## config.mk

```make
export PLATFORM = sky130hd
export DESIGN_NAME = hazard_scoreboard
export DESIGN_NICKNAME = d
export VERILOG_FILES = /design/src/rtl/hazard_scoreboard.sv
export SDC_FILE = /design/constraint.sdc
export NUM_CORES = 1
export LEC_CHECK = 0
export CAP_MARGIN = 20
export CORE_MARGIN = 2
export CORE_UTILIZATION = 42
export CTS_CLUSTER_SIZE = 25
export DETAILED_ROUTE_END_ITERATION = 8
export PLACE_DENSITY = 0.74
export RECOVER_POWER = 25
export SYNTH_ARGS = -nofsm -noshare
export SYNTH_HDL_FRONTEND = slang
export SYNTH_SLANG_ARGS = --single-unit
```

## constraint.sdc

```tcl
create_clock -name i_clk -period 2 [get_ports i_clk]
set_clock_uncertainty 0.15 [all_clocks]
set_input_delay 0.3 -clock i_clk [delete_from_list [all_inputs] [get_ports i_clk]]
set_output_delay 0.3 -clock i_clk [all_outputs]
set_load 0.005 [all_outputs]
```

## src/rtl/hazard_scoreboard.sv

```systemverilog
// ---------------------------------------------------------------------------
// hazard_scoreboard
//
// Purpose:
//   Decode-stage read-after-write hazard detector for the 5-stage WISC
//   pipeline, which has no forwarding paths. The destination specifiers of
//   in-flight writers (EX, MEM, WB) are carried in a small shift pipeline
//   and compared against the ID-stage source specifiers. On a match the
//   block raises o_stall, which holds the PC and IF/ID register and turns
//   the instruction entering EX into a bubble. A saturating counter keeps
//   track of how many cycles were lost to stalls.
//
// Parameters:
//   DEPTH      number of tracked in-flight slots; slot 0 = EX, DEPTH-1 = WB
//   WB_BYPASS  1: register file writes before it reads, so WB never hazards
//   CNT_W      width of the stall-cycle counter
//
// Ports:
//   i_clk          system clock
//   i_rst          synchronous reset, active-high
//   i_id_valid     ID holds a real instruction
//   i_id_rs        source specifier A
//   i_id_rs_en     instruction reads rs
//   i_id_rt        source specifier B
//   i_id_rt_en     instruction reads rt
//   i_id_rd        destination specifier
//   i_id_wr_en     instruction writes rd
//   i_flush        ID instruction is squashed (taken branch/jump)
//   i_cnt_clr      clear the stall counter
//   o_stall        hold PC and IF/ID, insert a bubble into EX
//   o_hazard_slot  one-hot youngest slot matching a source, 0 when no stall
//   o_stall_cnt    saturating count of stall cycles
// ---------------------------------------------------------------------------
module hazard_scoreboard #(
  parameter int DEPTH     = 3,
  parameter int WB_BYPASS = 1,
  parameter int CNT_W     = 16
) (
  input  logic             i_clk,
  input  logic             i_rst,
  input  logic             i_id_valid,
  input  logic [2:0]       i_id_rs,
  input  logic             i_id_rs_en,
  input  logic [2:0]       i_id_rt,
  input  logic             i_id_rt_en,
  input  logic [2:0]       i_id_rd,
  input  logic             i_id_wr_en,
  input  logic             i_flush,
  input  logic             i_cnt_clr,
  output logic             o_stall,
  output logic [DEPTH-1:0] o_hazard_slot,
  output logic [CNT_W-1:0] o_stall_cnt
);

  // Highest slot index that can still cause a hazard. With write-before-read
  // in the register file the WB slot has already landed its result, so it is
  // left out of the comparison. May be negative for degenerate DEPTH values,
  // in which case nothing is ever checked.
  localparam int LAST = DEPTH - 1 - WB_BYPASS;

  // Constant mask of the slots that take part in source matching.
  function automatic logic [DEPTH-1:0] build_check_mask();
    logic [DEPTH-1:0] m;
    m = '0;
    for (int k = 0; k < DEPTH; k++) begin
      if (k <= LAST) begin
        m[k] = 1'b1;
      end
    end
    return m;
  endfunction

  localparam logic [DEPTH-1:0] CHECK_MASK = build_check_mask();

  localparam logic [CNT_W-1:0] CNT_MAX = {CNT_W{1'b1}};

  // Scoreboard state: one valid bit and one destination specifier per slot.
  logic [DEPTH-1:0]      r_slot_v;
  logic [DEPTH-1:0][2:0] r_slot_rd;
  logic [CNT_W-1:0]      r_stall_cnt;

  // Per-slot comparison results.
  logic [DEPTH-1:0] w_rs_hit;
  logic [DEPTH-1:0] w_rt_hit;
  logic [DEPTH-1:0] w_hit;
  logic [DEPTH-1:0] w_first_hit;
  logic             w_found;
  logic             w_stall;
  logic             w_enter;

  // Compare both enabled sources against every checked, valid slot. The ID
  // instruction's own destination is not yet in any slot, so an instruction
  // that reads and writes the same register never hazards against itself.
  always_comb begin
    w_rs_hit = '0;
    w_rt_hit = '0;
    for (int k = 0; k < DEPTH; k++) begin
      w_rs_hit[k] = CHECK_MASK[k] & r_slot_v[k] & i_id_rs_en &
                    (r_slot_rd[k] == i_id_rs);
      w_rt_hit[k] = CHECK_MASK[k] & r_slot_v[k] & i_id_rt_en &
                    (r_slot_rd[k] == i_id_rt);
    end
    w_hit = w_rs_hit | w_rt_hit;
  end

  // Lowest matching index is the youngest writer, which is the one that
  // determines how long the stall still has to last.
  always_comb begin
    w_first_hit = '0;
    w_found     = 1'b0;
    for (int k = 0; k < DEPTH; k++) begin
      if (w_hit[k] && !w_found) begin
        w_first_hit[k] = 1'b1;
        w_found        = 1'b1;
      end
    end
  end

  // Reset is folded in combinationally so that garbage left in the slots
  // cannot produce a stall while the pipeline is being reset. A squashed
  // instruction never needs its operands, so flush suppresses the stall.
  always_comb begin
    w_stall = ~i_rst & i_id_valid & ~i_flush & (|w_hit);
    w_enter = i_id_valid & i_id_wr_en & ~w_stall & ~i_flush;
  end

  assign o_stall       = w_stall;
  assign o_hazard_slot = w_stall ? w_first_hit : '0;
  assign o_stall_cnt   = r_stall_cnt;

  // The downstream stages never stall, so the slot pipeline advances every
  // cycle. A stalled instruction is re-presented by the upstream hold and
  // only enters slot 0 in its first non-stalled cycle; until then a bubble
  // (valid=0, rd=0) is shifted in.
  always_ff @(posedge i_clk) begin
    if (i_rst) begin
      r_slot_v  <= '0;
      r_slot_rd <= '0;
    end else begin
      for (int k = 1; k < DEPTH; k++) begin
        r_slot_v[k]  <= r_slot_v[k-1];
        r_slot_rd[k] <= r_slot_rd[k-1];
      end
      r_slot_v[0]  <= w_enter;
      r_slot_rd[0] <= w_enter ? i_id_rd : 3'd0;
    end
  end

  // Clear wins over a same-cycle increment; the count sticks at all-ones
  // instead of wrapping.
  always_ff @(posedge i_clk) begin
    if (i_rst) begin
      r_stall_cnt <= '0;
    end else if (i_cnt_clr) begin
      r_stall_cnt <= '0;
    end else if (w_stall && (r_stall_cnt != CNT_MAX)) begin
      r_stall_cnt <= r_stall_cnt + 1'b1;
    end
  end

endmodule
```

==> metrics.log, run 1 <==
INFO  metric p_sw_share = 22.9%
INFO  metric maxCapViolations = 0
INFO  metric finalWorstPathRequiredPeriod = 2.07 ns
INFO  metric finalSetupViolCount = 12
INFO  metric pin_count = 37
INFO  metric failing_checks = negative setup slack
INFO  metric hp-start = r_slot_rd[0]
INFO  metric h_tree_depth = 1
INFO  metric drc = 0
INFO  metric per_instance_average_area_after_synthesis = 8.43 um^2
INFO  metric finish.instance_area = 2010 um^2
INFO  metric regToRegEndpoint = o_stall_cnt[9]
INFO  metric post-synth-top-area-fraction = 36.8%
INFO  metric drive_gt1_share = 30.6%
INFO  metric filler_cells_inserted = 271
INFO  metric timing.final.crit_share = 103%
INFO  metric critical_path.endpoint_type = primary output
INFO  metric first_pass_iters = 4
INFO  metric root_buffer = sky130_fd_sc_hd__clkbuf_4
INFO  metric result_of_the_run = finished, violations left
INFO  metric p_int = 0.641 mW
INFO  metric fmax = 484 MHz
INFO  metric floorplan.core_area = 3000 um^2
INFO  metric switchingPower = 0.191 mW
INFO  metric grt_overflow = 0
INFO  metric fin_worst_hold_slack = 0.355 ns
INFO  metric cts.sinks = 24
INFO  metric power.share.combinational = 11.1%
INFO  metric crit_path_top_delay_cell = sky130_fd_sc_hd__dfxtp_2
INFO  metric grt.total_usage = 22.8%
INFO  metric yosys.cell_types.count = 43
INFO  metric syn-cell-area = 1310 um^2
INFO  metric via_count = 1472
INFO  metric finish.net_count = 241
INFO  metric regArea = 484 um^2
INFO  metric clock_path_buffers = 2
INFO  metric dpl.hpwl = 2.81 mm
INFO  metric netlist_top_cells_area = sky130_fd_sc_hd__dfxtp_1, sky130_fd_sc_hd__xor2_1, sky130_fd_sc_hd__nand2_1
INFO  metric timing.critical_path.max_delay_family = flip-flops
INFO  metric numPortBuffers = 35
INFO  metric crit_path_max_fanout = 3
INFO  metric drt.antenna.violating_nets = 0
INFO  metric rsz0062_at_grt = true
INFO  metric power_per_cell_area = 414 nW/um^2
INFO  metric report.final.slew_viol_count = 0
INFO  metric clock_power_share = 30.8%
INFO  metric rows = 20
INFO  metric synth_nets = 173
INFO  metric power.sequential.fraction = 58.1%
INFO  metric dpl.cell_count = 248
INFO  metric timing.final.hold_violations = 0
INFO  metric grt_antenna_before_repair = 0
INFO  metric reg2reg_path_depth = 5
INFO  metric chain_of_cells_forming_the_critical_path = xor2_1 > nor4_2 > a41oi_2 > a21oi_2 > buf_2
INFO  metric vdd_drop_max = 0.256 mV
INFO  metric syn-instance-count = 155
INFO  metric first_global_vias = 1457
INFO  metric setup-tns-final = -0.554 ns
INFO  metric gp_routability_congestion = 0.861
INFO  metric critical_path_required = 1.55 ns
INFO  metric r2r_start = o_stall_cnt[5]
INFO  metric antenna_cells = 0
INFO  metric crit_path_start_kind = flop
INFO  metric avgRoutedWirePerCell = 15.6 um
INFO  metric pin_count_of_the_biggest_net_entering_global_routing = 14
INFO  metric crit_path_setup_slack_layout = -0.0676 ns
INFO  metric critical_path_s_largest_stage_delay = 0.36 ns
INFO  metric cts-buffers-inserted = 3
INFO  metric ys_seq_elements = 24
INFO  metric drt-initial-drc-count = 46
INFO  metric timing_worst_setup_path_type = flop to primary output
INFO  metric chipWidth = 59.8 um
INFO  metric hold-path-endpoint = r_slot_rd[3]
INFO  metric crit_buf_inv = 1
INFO  metric clk-insertion-delay-late = 0.31 ns
INFO  metric holdPathStages = 1
INFO  metric multiInputGateArea = 865 um^2
INFO  metric starting_density_of_the_core = 43.5%
INFO  metric yosys_warnings = 0
INFO  metric grt_first_pass_wirelength = 6.18 mm
INFO  metric ff2ff_setup_slack = -0.07 ns
INFO  metric hp-class = flop to flop
INFO  metric dieHeight = 59.8 um
INFO  metric synthDominantAreaCellType = sky130_fd_sc_hd__dfxtp_1
INFO  metric dieArea = 3570 um^2
INFO  metric cts_tree = built
INFO  metric layout.core_utilization = 66.8%
INFO  metric synth-seq-area-share = 36.8%
INFO  metric leakagePower = 0.783 nW
INFO  metric synthToLayoutAreaGrowth = 53.6%
INFO  metric cts_hold_repair.buffers = 0
INFO  metric post_layout_nonfiller_instances = 255
INFO  metric route.detailed.vias_per_inst = 5.77
INFO  metric routed_wirelength = 3.98 mm
INFO  metric cts.reportedPaths.clkPinSlew = 0.13 ns
INFO  metric worst_ep_arrival_time = 1.62 ns
INFO  metric placedInstanceArea = 1890 um^2
INFO  metric leading_cell_type_in_the_layout_fill_and_taps_excluded = sky130_fd_sc_hd__buf_4
INFO  metric layout_common_cells = sky130_fd_sc_hd__buf_4, sky130_fd_sc_hd__clkdlybuf4s50_1, sky130_fd_sc_hd__dfxtp_1
worst max-delay path by stage:
stage	startpoint	endpoint	cells after the start
CTS	r_slot_rd[1]	o_hazard_slot[1]	7
global placement	i_id_rs[2]	o_stall	6
global route	o_stall_cnt[5]	o_stall_cnt[9]	5
finish	r_slot_rd[1]	o_stall	5
detailed placement	i_id_rt[2]	o_stall	6
floorplan	o_stall_cnt[0]	o_stall_cnt[3]	6
per-stage QoR:
step | setup slack (ns) | power (mW)
floorplan | 0.0744 | 0.524
global placement | -0.599 | 0.583
detailed placement | -0.662 | 0.585
CTS | -0.0721 | 0.842
global route | -0.146 | 0.869
finish | -0.0676 | 0.831
cells in the mapped netlist, drive strengths merged:
cell type   n
and3        3
o2111ai     1
nand4       3
dfxtp      24
and4        3
nand3       5
a31o        2
nor3b       1
xnor2       2
a211oi      1
a31oi       2
or3         9
nor2b       4
nor2       13
nor3        2
nor4        2
xor2       10
buf         5
a41o        1
and2        5
a41oi       2
nand3b      1
or4b        2
nand2      18
o21ai       7
conb        1
or4         4
mux2i       1
o211ai      2
ha          1
a21oi      13
or2         1
o31ai       3
clkbuf      1
metal layers:
layer | vias up | global-route usage, % | share of wire [%]
li1 | 698 | - | -
met1 | 723 | 27.1 | 45
met2 | 44 | 39.9 | 50
met3 | 7 | 4.33 | 3.8
met4 | 0 | 9.21 | 1.3
met5 | - | 0 | 0
registers in the layout, indices dropped and copies added (netlist names):
signal	cells
o_stall_cnt	16
r_slot_rd	6
r_slot_v	2
layout make-up:
class	instances	share of cell area [%]
Clock buffer	4	1.81
Multi-Input combinational cell	126	43.1
Sequential cell	24	24.1
Tap cell	33	2.06
Timing Repair Buffer	68	28.9
repair_timing:
item                       4_1_cts  5_1_grt
cloned                           1        1
resized for setup               33       10
pin swaps                       15        7
setup buffers                    0        1
setup endpoints to repair       19       16
cells by family after synthesis:
group	synth area share [%]
AND/OR/NAND/NOR	33.6
adder cells (fa/ha/maj)	0.958
other	0.287
AO/OA/AOI/OAI	16.8
buffers and inverters	2.78
XOR/XNOR	8.05
flip-flops	36.8
multiplexers	0.766
power by group through the flow:
| stage | clock network (mW) | logic (mW) | registers, mW |
|---|---|---|---|
| 2_1_floorplan | 0 | 0.0307 | 0.493 |
| 3_3_place_gp | 0 | 0.0899 | 0.493 |
| 3_5_place_dp | 0 | 0.0920 | 0.493 |
| 4_1_cts | 0.268 | 0.0910 | 0.483 |
| 5_1_grt | 0.288 | 0.0979 | 0.483 |
| 6_report | 0.256 | 0.0927 | 0.483 |
(Power assumes the default switching activity.)
==> run 2: changes to the inputs <==
- HOLD_SLACK_MARGIN: default -> 0.06
- clock period: 2 -> 1.8 ns (I/O delays scaled with it)
==> run 2 against run 1 <==
Net effect: the run still ends with negative setup slack left; via count up 14%; non-clock buffer count up 22; register-to-register slack worse by 0.21 ns; core utilization up 11 points; first-iteration DRC count rose to 2.7 times the previous value; sequential share of layout area down 2.8 points; global-route usage up 3.5 points; combinational power up 27%; clock power down 5%; critical path depth up 2; sequential power up 11%; critical endpoint is now o_hazard_slot[1].
==> metrics.log, run 2 (synthesis gave the netlist of run 1 again) <==
INFO  metric timing_worst_setup_path_type = flop to primary output
INFO  metric floorplan.core_area = 3000 um^2
INFO  metric rows = 20
INFO  metric clk-insertion-delay-late = 0.32 ns
INFO  metric dieHeight = 59.8 um
INFO  metric placedInstanceArea = 2010 um^2
INFO  metric pin_count = 37
INFO  metric cts.reportedPaths.clkPinSlew = 0.12 ns
INFO  metric pin_count_of_the_biggest_net_entering_global_routing = 13
INFO  metric drt-initial-drc-count = 124
INFO  metric numPortBuffers = 35
INFO  metric crit_path_top_delay_cell = sky130_fd_sc_hd__dfxtp_4
INFO  metric power.sequential.fraction = 59.7%
INFO  metric report.final.slew_viol_count = 0
INFO  metric hp-class = primary input to flop
INFO  metric crit_path_setup_slack_layout = -0.282 ns
INFO  metric finalPower = 0.895 mW
INFO  metric root_buffer = sky130_fd_sc_hd__clkbuf_4
INFO  metric critical_path.endpoint_type = primary output
INFO  metric holdPathStages = 2
INFO  metric fin_worst_hold_slack = 0.346 ns
INFO  metric finish.net_count = 264
INFO  metric reg2reg_path_depth = 7
INFO  metric result_of_the_run = finished, violations left
INFO  metric p_int = 0.672 mW
INFO  metric finish.instance_area = 2350 um^2
INFO  metric critical_path_s_largest_stage_delay = 0.40 ns
INFO  metric grt_antenna_before_repair = 0
INFO  metric gp_routability_congestion = 0.903
INFO  metric grt.total_usage = 26.3%
INFO  metric antenna_cells = 0
INFO  metric avgRoutedWirePerCell = 18.3 um
INFO  metric switchingPower = 0.223 mW
INFO  metric power_per_cell_area = 381 nW/um^2
INFO  metric place_worst_setup_slack = -0.805 ns
INFO  metric chain_of_cells_forming_the_critical_path = xor2_1 > nor2_1 > a41oi_2 > buf_4 > nand2_4 > nor2_4 > buf_2
INFO  metric cts.sinks = 24
INFO  metric p_sw_share = 24.9%
INFO  metric crit_path_max_fanout = 3
INFO  metric dpl.hpwl = 3.02 mm
INFO  metric drc = 0
INFO  metric synthToLayoutAreaGrowth = 79.7%
INFO  metric timing.final.hold_violations = 0
INFO  metric dieArea = 3570 um^2
INFO  metric crit_path_start_kind = flop
INFO  metric drt.antenna.violating_nets = 0
INFO  metric layout_common_cells = sky130_fd_sc_hd__buf_4, sky130_fd_sc_hd__clkdlybuf4s50_1, sky130_fd_sc_hd__nand2_1
INFO  metric first_global_vias = 1520
INFO  metric fmax = 480 MHz
INFO  metric worst_ep_arrival_time = 1.66 ns
INFO  metric r2r_start = o_stall_cnt[4]
INFO  metric chipWidth = 59.8 um
INFO  metric grt_first_pass_wirelength = 7.01 mm
INFO  metric leakagePower = 0.974 nW
INFO  metric clock_path_buffers = 2
INFO  metric maxCapViolations = 0
INFO  metric clock_power_share = 27.1%
INFO  metric finalWorstPathRequiredPeriod = 2.08 ns
INFO  metric first_pass_iters = 4
INFO  metric failing_checks = negative setup slack
INFO  metric ff2ff_setup_slack = -0.28 ns
INFO  metric h_tree_depth = 1
INFO  metric layout.core_utilization = 78.2%
INFO  metric drive_gt1_share = 48.0%
INFO  metric route.detailed.vias_per_inst = 6.03
INFO  metric vdd_drop_max = 0.267 mV
INFO  metric regToRegEndpoint = o_stall_cnt[14]
INFO  metric via_count = 1671
INFO  metric rsz0062_at_grt = true
INFO  metric cts_tree = built
INFO  metric starting_density_of_the_core = 43.5%
INFO  metric hp-start = i_id_rd[2]
INFO  metric grt_overflow = 0
INFO  metric leading_cell_type_in_the_layout_fill_and_taps_excluded = sky130_fd_sc_hd__buf_4
INFO  metric cts-buffers-inserted = 3
INFO  metric finalSetupViolCount = 19
INFO  metric timing.final.crit_share = 116%
INFO  metric largest_reg_flops = 16
INFO  metric power.share.combinational = 13.2%
INFO  metric routed_wirelength = 5.08 mm
INFO  metric critical_path_required = 1.38 ns
INFO  metric hold-path-endpoint = r_slot_rd[2]
run 2: changes by cell type in the layout (fill, tap and decap cells not counted), sizes merged:
cell / delta
and2: +1
buf: +22
clkbuf: -1
clkdlybuf4s50: -1
dlygate4sd2: -3
dlymetal6s2s: +4
run 2: per-stage QoR:
step	TNS, ns	instances
2_1_floorplan	-0.110	155
3_3_place_gp	-11.38	259
3_5_place_dp	-12.95	259
4_1_cts	-4.00	266
5_1_grt	-5.29	277
6_report	-3.83	277
run 2: worst max-delay path by stage:
stage	start	to	slack [ns]	cells past startpoint
final	r_slot_rd[2]	o_hazard_slot[1]	-0.28	7
after global placement	i_id_rt[1]	o_stall	-0.73	6
after global routing	r_slot_rd[2]	o_hazard_slot[1]	-0.36	7
after detailed placement	i_id_rs[2]	o_hazard_slot[1]	-0.81	7
after floorplan	r_slot_rd[4]	o_stall_cnt[9]	-0.04	7
after CTS	r_slot_rd[1]	o_stall_cnt[9]	-0.30	7
run 2: critical path, delay by kind of cell, from the launching register on:
family,cells,cell delay [ns]
DFF,1,0.40
and+or+nand+nor,3,0.20
buffers and inverters,2,0.29
AOI/OAI and AO/OA,1,0.27
xor gates and xnor gates,1,0.19
run 2: repair_timing:
item	4_1_cts	5_1_grt
hold buffers	0	0
hold endpoints to repair	0	0
setup buffers	3	10
resized for setup	34	45
gates cloned	2	1
pin swaps	15	26
endpoints found under the setup margin	22	27
run 2: area by class of cell:
| class | count | area [um^2] |
|---|---|---|
| Clock buffer | 3 | 22.5 |
| Fill cell | 195 | 656 |
| Multi-Input combinational cell | 127 | 1010 |
| Sequential cell | 24 | 500 |
| Timing Repair Buffer | 90 | 774 |
| Tap cell | 33 | 41.3 |
run 2: per-layer routing:
metal | track usage (%) | vias up | part of all wire, %
met3 | 4.98 | 28 | 5.6
met4 | 11.7 | 0 | 4.3
met1 | 31.2 | 798 | 38
met5 | 0 | - | 0
met2 | 45.7 | 94 | 52
li1 | - | 751 | -
run 2: power groups by stage:
stage	combinational, mW	clock [mW]	sequential (mW)
final	0.118	0.242	0.535
after CTS	0.105	0.243	0.536
after floorplan	0.0341	0	0.548
after detailed placement	0.102	0	0.548
after global routing	0.126	0.264	0.535
after global placement	0.0991	0	0.548
